File: src/rtl/map_rom_arbiter.sv
// Two-stage arbiter that shares one combinational map font ROM between the video
// pipeline (strict priority, fully pipelined) and the game logic (one read at a time).
module map_rom_arbiter #(
  parameter int ADDR_WIDTH   = 5,
  parameter int DATA_WIDTH   = 16,
  parameter int STARVE_LIMIT = 800
) (
  input  logic                  Clk,
  input  logic                  Reset,
  input  logic                  vid_req,
  input  logic [ADDR_WIDTH-1:0] vid_addr,
  output logic                  vid_valid,
  output logic [DATA_WIDTH-1:0] vid_data,
  input  logic                  game_req,
  input  logic [ADDR_WIDTH-1:0] game_addr,
  output logic                  game_ack,
  output logic [DATA_WIDTH-1:0] game_data,
  output logic                  game_starved,
  output logic [ADDR_WIDTH-1:0] rom_addr,
  input  logic [DATA_WIDTH-1:0] rom_data
);

  localparam int WAIT_W = $clog2(STARVE_LIMIT + 1);
  localparam logic [WAIT_W-1:0] LIMIT_W = WAIT_W'(STARVE_LIMIT);
  localparam logic [WAIT_W-1:0] ONE_W   = WAIT_W'(1);

  typedef enum logic [1:0] {
    IDLE,
    GNT_VID,
    GNT_GAME
  } state_t;

  state_t                r_state;
  state_t                w_nextState;
  logic [ADDR_WIDTH-1:0] r_romAddr;
  logic [ADDR_WIDTH-1:0] w_nextAddr;
  logic                  r_vidValid;
  logic [DATA_WIDTH-1:0] r_vidData;
  logic                  r_gameAck;
  logic [DATA_WIDTH-1:0] r_gameData;
  logic                  r_gameInFlight;
  logic [WAIT_W-1:0]     r_waitCnt;
  logic [WAIT_W-1:0]     w_nextWait;
  logic                  r_starved;
  logic                  w_gameEligible;

  // The wait counter only advances while an eligible game request is losing to video.
  always_comb begin
    w_gameEligible = game_req && !r_gameInFlight && !r_gameAck;
    w_nextState    = IDLE;
    w_nextAddr     = r_romAddr;
    if (vid_req) begin
      w_nextState = GNT_VID;
      w_nextAddr  = vid_addr;
    end else if (w_gameEligible) begin
      w_nextState = GNT_GAME;
      w_nextAddr  = game_addr;
    end

    w_nextWait = r_waitCnt;
    if (!game_req || (w_nextState == GNT_GAME)) begin
      w_nextWait = '0;
    end else if (w_gameEligible && (r_waitCnt != LIMIT_W)) begin
      w_nextWait = r_waitCnt + ONE_W;
    end
  end

  always_ff @(posedge Clk) begin
    if (Reset) begin
      r_state        <= IDLE;
      r_romAddr      <= '0;
      r_vidValid     <= 1'b0;
      r_vidData      <= '0;
      r_gameAck      <= 1'b0;
      r_gameData     <= '0;
      r_gameInFlight <= 1'b0;
      r_waitCnt      <= '0;
      r_starved      <= 1'b0;
    end else begin
      r_state    <= w_nextState;
      r_romAddr  <= w_nextAddr;
      r_vidValid <= (r_state == GNT_VID);
      r_gameAck  <= (r_state == GNT_GAME);
      if (r_state == GNT_VID) begin
        r_vidData <= rom_data;
      end
      // Stage 2 consumes the row the ROM produced for last cycle's owner.
      if (r_state == GNT_GAME) begin
        r_gameData <= rom_data;
      end
      if (w_nextState == GNT_GAME) begin
        r_gameInFlight <= 1'b1;
      end else if (r_state == GNT_GAME) begin
        r_gameInFlight <= 1'b0;
      end
      r_waitCnt <= w_nextWait;
      r_starved <= (w_nextWait == LIMIT_W);
    end
  end

  assign rom_addr     = r_romAddr;
  assign vid_valid    = r_vidValid;
  assign vid_data     = r_vidData;
  assign game_ack     = r_gameAck;
  assign game_data    = r_gameData;
  assign game_starved = r_starved;

endmodule

File: config.mk
export PLATFORM = sky130hd
export DESIGN_NAME = map_rom_arbiter
export DESIGN_NICKNAME = d
export VERILOG_FILES = /design/src/rtl/map_rom_arbiter.sv
export SDC_FILE = /design/constraint.sdc
export NUM_CORES = 1
export LEC_CHECK = 0
export CAP_MARGIN = 20
export CELL_PAD_IN_SITES_DETAIL_PLACEMENT = 1
export CELL_PAD_IN_SITES_GLOBAL_PLACEMENT = 2
export CORE_MARGIN = 4
export CORE_UTILIZATION = 27
export CTS_CLUSTER_DIAMETER = 100
export DETAILED_ROUTE_END_ITERATION = 6
export PLACE_DENSITY_LB_ADDON = 0.1
export SYNTH_ARGS = -nofsm -noshare
export SYNTH_HDL_FRONTEND = slang
export SYNTH_SLANG_ARGS = --single-unit
File: constraint.sdc
create_clock -name Clk -period 4.3 [get_ports Clk]
set_input_delay 0.86 -clock Clk [delete_from_list [all_inputs] [get_ports Clk]]
set_output_delay 0.86 -clock Clk [all_outputs]
set_load 0.005 [all_outputs]
# After elaboration in Yosys (flattened, before gate mapping)
# Cells that the tools add are included.
[op_classes] mux=8 reduce_logical=9 eq_ne=5 add_sub_neg=1
[ops] operator="two-way mux 10 bit" n=2
[ops] operator="adder 10 x 1 -> 10 bit (second input constant)" n=1
[ops] operator="== test 10 bit (second input constant)" n=1
[ops] operator="two-way mux 5 bit" n=2
[ops] operator="!= test 10 bit (second input constant)" n=1
[ops] operator="== test 2 bit (second input constant)" n=2
[ops] operator="two-way mux 2 bit" n=2
[ops] operator="nonzero test 2 bit" n=2
[ops] operator="logical AND 1 bit" n=3
[ops] operator="logical NOT 1 bit" n=3
[ops] operator="== test 2 x 1 -> 1 bit (second input constant)" n=1
[ops] operator="two-way mux 1 bit" n=2
[ops] operator="logical OR 1 bit" n=1
[word_totals] output_inout_bits=40 ff_bits=53

# Logic depth before layout (Yosys ltp)
[logic_depth] ltp_word=9 ltp_mapped=7 ltp_nobuf=7

# Worst setup path after synthesis
# OpenSTA, ideal clock, no wires.
[synth_timing] path_kind="input-to-reg" from="input game_req" to="register r_starved, in the netlist game_starved" t_arrival_ns=2.509 required_ns=4.239 setup_slack_ns=1.730 path_stages=6 cell_sequence="or3b_1 buf_6 or4_4 mux2_4 nor4_1 and4b_1"
[synth_via] elab_chain_len=8 elab_cells_between_ends=11 cone_classes="2 x eq/ne; 4 x mux; 5 x reduce/logical"
[synth_rtl] item="start, declared" line_no="14" text="input logic game_req,"
[synth_rtl] item="logical AND 1 bit (2 in series)" line_no="49" text="w_gameEligible = game_req && !r_gameInFlight && !r_gameAck;"
[synth_rtl] item="two-way mux 2 bit" line_no="55" text="end else if (w_gameEligible) begin"
[synth_rtl] item="two-way mux 2 bit" line_no="52" text="if (vid_req) begin"
[synth_rtl] item="== test 2 bit" line_no="61" text="if (!game_req || (w_nextState == GNT_GAME)) begin"
[synth_rtl] item="logical OR 1 bit" line_no="61"
[synth_rtl] item="two-way mux 10 bit *" line_no="61"
[synth_rtl] item="== test 10 bit *" line_no="97" text="r_starved <= (w_nextWait == LIMIT_W);"
[synth_rtl] item="end signal, assigned" line_no="97"
[synth_rtl] item="end, declared" line_no="44" text="logic r_starved;"
# Every way passes the cells marked *; elsewhere a longest branch is shown, timed or not.
# A chain may end at the register's enable or synchronous reset.

# Worst setup path in the final report
# Same ends and word-level chain as after synthesis.

==> flow_summary.toml <==
[grt]
grt_pass1_vias = 2052
gr-total-overflow = 0
grt_max_degree = 44
grt_pass1_wl_um = 9625
grt.total_usage_pct = 12.28
grt_antenna_before_repair = 0

[timing]
tns_ns = 0
finalCritPeriodShare_pct = 69.59
fin_crit_ns = 2.993
rsz0062_at_grt = "false"
maxSlewViolCount = 0
whs_ns = 0.4564
fmax_mhz = 334.2
finalClockSkew_ns = 0.01057
max_slew.worst_pin.slew_ns = 0.7325
setup_viol = 0
relSlewSlack_pct = 51.16
hold_viol = 0

[final_layout]
drive_above_1_share_pct = 4.518
final_cell_mix = "80 x nand2_1, 69 x clkdlybuf4s50_1, 53 x dfxtp_1, 43 x a21oi_1, 19 x nor2_1"
fin_util_pct = 39.24
final_common_cell = "nand2_1"
area_growth_pct = 41.49
fin_nets = 363
diodes = 0
final_area_um2 = 3017

[clock_network]
cts_setup_buffers = 0
clockRootBuffer = "clkbuf_8"
tritoncts = "yes"
cts_buffers = 5
cts_hold_buf = 0
clk_latency_ns = 0.30
cts_htree_levels = 2
clkSinkCount = 53
clk_path_buf_depth = 2
cts_resized = 0
clkTransAtPathRegs_ns = 0.09

[outcome]
status = "completed"

[worst_setup_path]
path_cells = "clkdlybuf4s50_1, or3b_1, or4_4, mux2_4, nor4_1, and4b_1"
critPathRequiredTime_ns = 4.54
endpoint_kind = "register"
critPathMaxStageDelay_ns = 0.56
crit_path_max_fanout = 10
r2r_slack_ns = 2.00
cp-start-kind = "input port"
cpMaxStageDelayCell = "or4_4"
crit_arrival_ns = 3.24
crit_type = "input port to register"

[placement]
dp_hpwl_um = 4195
place_area_um2 = 2905
io_buffers = 69
gp_congestion = 0.7811

[drt]
wl_um = 5780
wl_per_cell_um = 13.32
vias_per_cell = 4.509
drc = 0
vias = 1957
ant_nets = 0
dr.first_iter.drc_count = 44
first_pass_iters = 4

[job]
drv_cap = 0

[synthesis]
netlist_area_um2 = 2132
synth.area.top_cells = "dfxtp_1 50%, nand2_1 14%, a21oi_1 10%"
synth.distinct_cells = 32
synth_cells = 269
syn_nets = 301
synth.avg_cell_area_um2 = 7.926
ys.warnings.count = 0
ys_ff_latch = 53
ys_seq_area_share_pct = 49.77
synth_top_area_share_pct = 49.77
synth.largest_area_cell = "dfxtp_1"

[power_and_ir_drop]
leakage_nw = 1.039
pwr_density_cell_nw_per_um2 = 323.6
ir_drop_v = 0.0001242
power.total_w = 0.0009763

[min_path]
min_path_type = "register to register"

[floorplan]
rows = 32
initial_utilization_pct = 27.73
die-area_um2 = 9382
die_y_um = 96.86
die_w_um = 96.86
core_area_um2 = 7687
ios = 70
-- layer usage --
| layer | vias to the layer above | global-route usage (%) | share of wire (%) |
|---|---|---|---|
| met2 | 40 | 20.86 | 48 |
| met4 | 0 | 3.564 | 0.55 |
| met3 | 2 | 3.605 | 6.0 |
| met1 | 902 | 15.00 | 45 |
| met5 | - | 0 | 0 |
| li1 | 1013 | - | - |
-- synth_stat cells --
cell type	number
nand2_1	80
dfxtp_1	53
a21oi_1	43
nor2_1	19
clkbuf_1	16
nand2b_1	5
nor3_1	5
xor2_1	5
inv_1	4
nor2b_1	4
nand3_1	3
nand4_1	3
o21ai_0	3
xnor2_1	3
a41oi_1	2
ha_1	2
nor3b_1	2
nor4_1	2
o21a_1	2
a31o_2	1
and2_1	1
and4b_1	1
buf_1	1
buf_6	1
mux2_2	1
mux2_4	1
mux2i_1	1
nand4bb_1	1
nor4b_1	1
o31ai_1	1
or3b_1	1
or4_4	1
-- area by class of cell --
type	count	area, um^2
Sequential cell	53	1061
Fill cell	919	4671
Clock inverter	2	38.79
Inverter	4	15.01
Timing Repair Buffer	73	720.7
Tap cell	102	127.6
Clock buffer	6	72.57
Multi-Input combinational cell	194	980.9
-- power by group --
| group | total [W] | switching (W) | leakage (nW) | internal, W |
|---|---|---|---|---|
| Sequential | 0.000518 | 0.00000995 | 0.431 | 0.000508 |
| Clock | 0.000338 | 0.000163 | 0.0554 | 0.000175 |
| Combinational | 0.000120 | 0.0000527 | 0.552 | 0.0000677 |
-- metrics by stage --
stage | worst slack [ns] | std cells
3_5_place_dp | 0.9853 | 426
5_1_grt | 1.210 | 434
2_1_floorplan | 1.730 | 269
3_3_place_gp | 1.045 | 426
4_1_cts | 1.303 | 434
6_report | 1.307 | 434
-- worst paths after layout --
kind | startpoint | endpoint | depth (start not counted)
setup / recovery | game_req | game_starved | 6
hold / removal | vid_data[0] | vid_data[0] | 2
setup reg to reg | r_gameInFlight | game_starved | 5
hold reg to reg | vid_data[0] | vid_data[0] | 2
-- worst max-delay path, delay by kind of cell --
| kind | cells | cell delay (ns) |
|---|---|---|
| and+or+nand+nor | 4 | 1.56 |
| buffers and inverters | 1 | 0.51 |
| muxes | 1 | 0.31 |
-- kinds of logic after synthesis --
logic type               share of synthesized area (%)
AO/OA/AOI/OAI                                    13.09
XOR/XNOR                                         3.287
adder cells (fa/ha/maj)                          1.174
buffers and inverters                            4.225
flip-flops                                       49.77
multiplexers                                     1.702
AND/OR/NAND/NOR                                  26.76
-- registers in the layout, summed over array words and instances (netlist names) --
| signal | flops |
|---|---|
| r_waitCnt | 10 |
| vid_valid | 1 |
| game_data | 16 |
| vid_data | 16 |
| game_ack | 1 |
| rom_addr | 5 |
| r_gameInFlight | 1 |
| r_state | 2 |
| game_starved | 1 |
No activity file was read; power rests on OpenSTA's default activity.
